`src/rtl/instr_fetch_sequencer.sv`:
```
// Instruction fetch sequencer: owns the PC, fetches one instruction at a time
// over a request/ready handshake, holds it for the datapath, and selects the
// next PC from the control unit's jump/branch/PCWre outputs and the ALU zero flag.
module instr_fetch_sequencer #(
  parameter logic [31:0] RESET_PC     = 32'h0000_0000,
  parameter int unsigned IMEM_TIMEOUT = 0
) (
  input  logic        clk,
  input  logic        reset,
  output logic        imem_req,
  output logic [31:0] imem_addr,
  input  logic        imem_ready,
  input  logic [31:0] imem_rdata,
  output logic [31:0] instr,
  output logic [5:0]  op,
  output logic        instr_valid,
  input  logic        instr_ack,
  input  logic        jump,
  input  logic        branch,
  input  logic        zero,
  input  logic        PCWre,
  output logic [31:0] pc,
  output logic [31:0] pc_plus4,
  output logic        halted,
  output logic        imem_err
);

  typedef enum logic [1:0] {FETCH, EXEC, HALT} stateT;

  localparam logic [31:0] TIMEOUT_LIM = IMEM_TIMEOUT;

  stateT       stateReg, stateNext;
  logic [31:0] pcReg, pcNext;
  logic [31:0] instrReg;
  logic        imemReqReg;
  logic        imemErrReg;
  logic [31:0] waitCnt;
  logic [31:0] pcPlus4;
  logic [31:0] jumpTarget;
  logic [31:0] branchTarget;
  logic        accept;
  logic        waiting;

  assign pcPlus4      = pcReg + 32'd4;
  assign jumpTarget   = {pcPlus4[31:28], instrReg[25:0], 2'b00};
  assign branchTarget = pcPlus4 + {{14{instrReg[15]}}, instrReg[15:0], 2'b00};

  // A response only counts while the request is actually on the bus.
  assign accept  = (stateReg == FETCH) && imemReqReg && imem_ready;
  assign waiting = (stateReg == FETCH) && imemReqReg && !imem_ready;

  // Next-state and next-PC selection; PCWre=0 outranks jump, which outranks branch.
  always_comb begin
    stateNext = stateReg;
    pcNext    = pcReg;
    case (stateReg)
      FETCH: begin
        if (accept) begin
          stateNext = EXEC;
        end
      end
      EXEC: begin
        if (instr_ack) begin
          if (!PCWre) begin
            stateNext = HALT;
          end else begin
            stateNext = FETCH;
            if (jump) begin
              pcNext = jumpTarget;
            end else if (branch && zero) begin
              pcNext = branchTarget;
            end else begin
              pcNext = pcPlus4;
            end
          end
        end
      end
      HALT: begin
        stateNext = HALT;
      end
      default: begin
        stateNext = FETCH;
      end
    endcase
  end

  // State, PC, request and instruction latch; the request is registered so it
  // stays low during reset and rises on the first cycle after reset drops.
  always_ff @(posedge clk) begin
    if (reset) begin
      stateReg   <= FETCH;
      pcReg      <= {RESET_PC[31:2], 2'b00};
      imemReqReg <= 1'b0;
      instrReg   <= 32'h0;
    end else begin
      stateReg   <= stateNext;
      pcReg      <= pcNext;
      imemReqReg <= (stateNext == FETCH);
      if (accept) begin
        instrReg <= imem_rdata;
      end
    end
  end

  // Fetch-wait counter and sticky timeout flag; the counter restarts per fetch
  // and saturates at the limit so it never wraps while memory stays stalled.
  always_ff @(posedge clk) begin
    if (reset) begin
      waitCnt    <= 32'h0;
      imemErrReg <= 1'b0;
    end else if (stateReg != FETCH || accept) begin
      waitCnt <= 32'h0;
    end else if (waiting && (TIMEOUT_LIM != 32'h0)) begin
      if (waitCnt != TIMEOUT_LIM) begin
        waitCnt <= waitCnt + 32'd1;
      end
      if (waitCnt + 32'd1 == TIMEOUT_LIM) begin
        imemErrReg <= 1'b1;
      end
    end
  end

  assign imem_req    = imemReqReg;
  assign imem_addr   = pcReg;
  assign instr       = instrReg;
  assign op          = instrReg[31:26];
  assign instr_valid = (stateReg == EXEC);
  assign pc          = pcReg;
  assign pc_plus4    = pcPlus4;
  assign halted      = (stateReg == HALT);
  assign imem_err    = imemErrReg;

endmodule

```
`config.mk`:
```
export PLATFORM = sky130hd
export DESIGN_NAME = instr_fetch_sequencer
export DESIGN_NICKNAME = d
export VERILOG_FILES = /design/src/rtl/instr_fetch_sequencer.sv
export SDC_FILE = /design/constraint.sdc
export NUM_CORES = 1
export LEC_CHECK = 0
export CELL_PAD_IN_SITES_DETAIL_PLACEMENT = 0
export CELL_PAD_IN_SITES_GLOBAL_PLACEMENT = 2
export CORE_UTILIZATION = 27
export DETAILED_ROUTE_END_ITERATION = 6
export GPL_ROUTABILITY_DRIVEN = 1
export PLACE_DENSITY_LB_ADDON = 0.1
export REMOVE_ABC_BUFFERS = 1
export SKIP_CTS_REPAIR_TIMING = 1
export SKIP_LAST_GASP = 1
export SLEW_MARGIN = 0
export SYNTH_ARGS = -nofsm -noshare
export SYNTH_HDL_FRONTEND = slang
export SYNTH_SLANG_ARGS = --single-unit
```
`constraint.sdc`:
```
create_clock -name clk -period 5.76 [get_ports clk]
set_input_delay 1.152 -clock clk [delete_from_list [all_inputs] [get_ports clk]]
set_output_delay 1.152 -clock clk [all_outputs]
set_load 0.02 [all_outputs]
```
Word-level counts from Yosys, hierarchy flattened --
Cells that the tools add are included.
Word-level totals: latch bits 0, memory bits (read-only) 0, bits in registers 67, RAM bits 0, memories 0, word-level logic and storage cells 20
Operators by class: $add $sub $neg 2, equality and inequality tests 2, multiply operators 0, reduce and logical (&&, ||, !) cells 6, shift-type cells 0, bitwise gates (word level) 0, mux-type cells 6, div/mod/pow operators 0, $lt $le $gt $ge 0
Operators by type and width (count):
- $mux W32 | 2
- $add A32 B3 Y32 const B | 1
- $add A32 B32 Y32 | 1
- $mux W2 | 3
- $pmux W2 S3 | 1
- $logic_not A2 Y1 | 2
- $logic_and A1 B1 Y1 | 3
- $reduce_and A3 Y1 | 1
- $eq A2 B1 Y1 const B | 1
- $eq A2 B2 Y1 const B | 1

Depth between registers and ports, before layout --
depth after elaboration 6, mapped depth 16, gate-level depth less buffers 16

Least setup slack after synthesis --
OpenSTA, ideal clock, no wires.
kind reg2reg, start point register pcReg[12] (netlist: imem_addr[12]), end point register pcReg[31] (netlist: imem_addr[31]), required time 5.637 ns, arrival time 4.348 ns, buffers on the path 0, cell stages (with the launch flop) 17, setup time 0.123 ns, setup slack 1.289 ns, cell sequence dfxtp_1 -> and4_1 -> nand3_1 -> nor3_1 -> nand4_1 -> nor2_1 -> xor2_1 -> ha_1 -> a21o_1 -> a21oi_1 -> o21ai_0 -> or4_1 -> a31oi_1 -> o41a_1 -> mux2i_1 -> mux2i_1 -> mux2_1
On the way: cells in the longest elaborated chain, start to end 4
Ends and longest elaborated chain:
- start: declaration | line 33 | logic [31:0] pcReg, pcNext;
- start signal: assignment | line 92 | pcReg <= {RESET_PC[31:2], 2'b00};
- start signal: assignment | line 97 | pcReg <= pcNext;
- $add A32 B3 Y32 | line 44 | assign pcPlus4 = pcReg + 32'd4;
- named net pc_plus4[24] | line 23 | output logic [31:0] pc_plus4,
- $add A32 B32 Y32 | line 46 | assign branchTarget = pcPlus4 + {{14{instrReg[15]}}, instrReg[15:0], 2'b00};
- $mux W32 | line 70 | end else if (branch && zero) begin
- $mux W32 | line 68 | if (jump) begin
The timed path passes the listed nets, and every way through them passes these cells. A chain may end at the register's enable or synchronous reset.

Worst setup path in the final report --
start point register pcReg[2] (netlist: imem_addr[2]), end point register pcReg[31] (netlist: imem_addr[31])
On the way: cells in the longest elaborated chain, start to end 4
Ends and longest elaborated chain (line):
- $add A32 B3 Y32 (*) | 44
- $add A32 B32 Y32 | 46
- $mux W32 | 70
- $mux W32 (*) | 68
Mark *: on every way between the ends. The rest lies on a longest branch, timed or not.

==> reports/summary.txt <==
status = finished clean
crit-path cells = ha_1 > nand4_1 > nor2_1 > nand4_1 > nor2_1 > xor2_1 > ha_1 > a21o_1 > a21oi_1 > o21ai_0 > or4_1 > a31oi_1 > o41a_1 > mux2i_1 > mux2i_1 > mux2_1
Compound-Gate Fraction of Synth Area = 23.3%
WS Path Type = reg2reg
HP Class = reg2reg
share of layout cells above drive strength 1 = 3.96%
Internal = 918 µW
Avg Cell Area, Syn = 7.37 µm²
gr ovfl total = 0
critical path peak fanout = 8
crit end category = flip-flop
final max-slew violation count = 0
starting density of the core = 27.7%
ranking of synthesized cells by area = dfxtp_1 (25%), nand2_1 (9.1%), ha_1 (8.6%), a21oi_1 (8.0%), buf_4 (6.2%)
minimum clock period = 4.68 ns
Fmax = 214 MHz
sequential area share after synthesis = 24.9%
pin count of the biggest net entering global routing = 42
Critical Path RT = 5.99 ns
clock sinks = 65
R2R Setup Slk = 1.08 ns
initial antenna violation count = 2
first-pass GRT wire length = 30300 µm
hold_sp = instr[27]$_SDFFE_PP0P_
clk buf depth = 2
total CTS buffers = 9
number of distinct library cells after synthesis = 63
top_reg_cell synth = dfxtp_1
mux cell area share after synthesis = 1.36%
synthesized instance count = 709
# nets final = 906
detailed-route via count = 5486
Least-Margin Pin Slew = 1.09 ns
Port Buf Inserts = 170
Clk pwr share = 44.2%
clk_skew = 0.00764 ns
Hold Path Depth = 2
commonest non-fill, non-tap cell in the layout = clkdlybuf4s50_1
slowest cell delay on critical path = 0.47 ns
Crit-path slowest cell = dfxtp_1
Synth Warn # = 0
Final Wtd Congestion = 0.860
First-pass DRT Iterations = 5
post-synthesis register bit count = 65
Routed Antenna Nets = 0
Adder-Cell Fraction of Synth Area = 9.00%
worst r2r dst = imem_addr[31]$_SDFFE_PP0P_
DPL Wire Length = 14600 µm
detailed-route wire length per cell = 17.7 µm
Logic pwr share = 18.0%
EDFF count, synth = 0
# IOs = 178
max-capacitance violation count = 0
Die W = 141 µm
CP arrival = 4.91 ns
most frequent cells in the layout = clkdlybuf4s50_1 (169), nand2_1 (127), a21oi_1 (84), dfxtp_1 (65), nor2_1 (48)
critical path startpoint category = flip-flop
sequential power share = 37.8%
top-area cell type share of the netlist area = 24.9%
DRC Markers = 0
Die Y = 141 µm
ys async rst share = 0%
Max VDD drop = 0.000118 V
Worst-path clk slew = 0.06 ns
Clk Latency, worst-skew pair = 0.35 ns
core box area = 18800 µm²
RSZ-0062 raised after global routing = false
total track usage = 19.9%
CTS Root Cell = clkbuf_16
sw frac = 28.0%
Final Hold Fails = 0
setup TNS = 0 ns
Worst Reg-to-Reg Cells = 16
H-tree levels = 3
Post-Synth Simple-Gate Area = 23.5%
Filler Cell Count = 1999
dominant cell type by area after synthesis = dfxtp_1
Finish-stage setup viols = 0
total wire length = 19300 µm
number of DRC markers in iteration 0 = 319
area added between synthesis and finish = 37.6%
Final period util = 81.2%
Syn Std Cell Area = 5230 µm²
WHS Endpoint = instr[27]$_SDFFE_PP0P_
leakage power = 0.00265 µW
num rows = 50
drt via density = 5.02
vias in the first global route = 5331
sw power = 357 µW
Post-Synth XOR/XNOR Area = 8.05%
Inserted Diodes = 0
Hold WS = 0.468 ns
die area = 19900 µm²
R2R Path Start = imem_addr[2]$_SDFFE_PP0P_
CTS tree = done
max_slew headroom = 27.1%
Power Density = 177 nW/µm²
main combinational cell family by area after synthesis = simple AND/OR/NAND/NOR gates
==> worst max-delay path by stage <==
stage	slack, ns	endpoint	startpoint	cells past startpoint
floorplan	1.13	imem_addr[31]$_SDFFE_PP0P_	imem_addr[12]$_SDFFE_PP0P_	16
global placement	1.25	imem_addr[31]$_SDFFE_PP0P_	imem_addr[2]$_SDFFE_PP0P_	16
detailed placement	1.09	imem_addr[31]$_SDFFE_PP0P_	imem_addr[2]$_SDFFE_PP0P_	16
CTS	1.05	imem_addr[31]$_SDFFE_PP0P_	imem_addr[2]$_SDFFE_PP0P_	16
global route	0.74	imem_addr[31]$_SDFFE_PP0P_	imem_addr[2]$_SDFFE_PP0P_	16
finish	1.08	imem_addr[31]$_SDFFE_PP0P_	imem_addr[2]$_SDFFE_PP0P_	16
==> critical path, delay by kind of cell, from the launching register on <==
| family | cells | cell delay [ns] |
|---|---|---|
| mux | 3 | 0.79 |
| fa+ha+maj | 2 | 0.61 |
| xor+xnor | 1 | 0.27 |
| simple gates | 5 | 1.55 |
| compound gates | 5 | 0.89 |
| flops | 1 | 0.47 |
==> power by group through the flow <==
stage / registers, µW / logic, µW / clock network (µW)
floorplan: 511 / 92.1 / 0
global placement: 492 / 230 / 0
detailed placement: 492 / 230 / 0
CTS: 482 / 231 / 579
global route: 485 / 251 / 598
finish: 482 / 230 / 563
==> through the flow <==
step                      instances  worst slack [ns]  total power (µW)  instance area (µm²)  util, %
final                          1093              1.08              1270                 7190     38.2
after CTS                      1093              1.05              1290                 7190     38.2
after global placement         1078              1.25               722                 6890     36.6
after detailed placement       1078              1.09               722                 6890     36.6
after global routing           1093             0.735              1330                 7190     38.2
after floorplan                 638              1.13               603                 4800        -
==> cell usage after synthesis (4+ instances only) <==
cell type / count
o211ai_1: 15
nor3_1: 11
a21o_1: 7
nand2_1: 127
xor2_1: 16
a32o_1: 7
a21oi_1: 84
a31oi_1: 6
inv_1: 16
o21ai_0: 24
buf_4: 43
xnor2_1: 32
nor2_1: 48
a211oi_1: 4
o21bai_1: 4
clkbuf_1: 31
and3_1: 10
a22o_1: 4
and4_1: 4
ha_1: 36
and2_1: 8
nand3_1: 23
dfxtp_1: 65
nor2b_1: 7
mux2i_1: 6
nand2b_1: 10
nand4_1: 10
==> layer usage <==
| metal | vias up | GRT usage, % | share of wire [%] | routed length [µm] |
|---|---|---|---|---|
| li1 | 2701 | - | - | - |
| met1 | 2573 | 25.5 | 46 | 8910 |
| met2 | 180 | 32.5 | 46 | 8850 |
| met3 | 28 | 4.96 | 6.1 | 1190 |
| met4 | 4 | 6.75 | 1.8 | 345 |
| met5 | - | 0 | 0.11 | 22 |
==> cells by family (layout without fill, tap and decap cells) <==
| family | after synthesis | count (layout) |
|---|---|---|
| compound gates | 189 | 189 |
| xor+xnor | 48 | 48 |
| fa+ha+maj | 37 | 37 |
| buf+inv | 93 | 211 |
| flops | 65 | 65 |
| mux | 7 | 7 |
| other cells | 1 | 7 |
| simple gates | 269 | 269 |
==> registers in the layout, indices dropped and copies added, names as in the netlist <==
register / flops
imem_addr: 30
instr: 32
imem_req: 1
stateReg: 2
==> final cells by class <==
class                           count  area [µm²]  share of cell area [%]
Multi-Input combinational cell    557        3430                    47.8
Sequential cell                    65        1300                    18.1
Clock buffer                       12         256                    3.57
Timing Repair Buffer              180        1770                    24.6
Tap cell                          260         325                    4.52
Inverter                           16        60.1                   0.835
Clock inverter                      3        40.0                   0.557
Note: power is estimated with default switching activity, not from simulation.
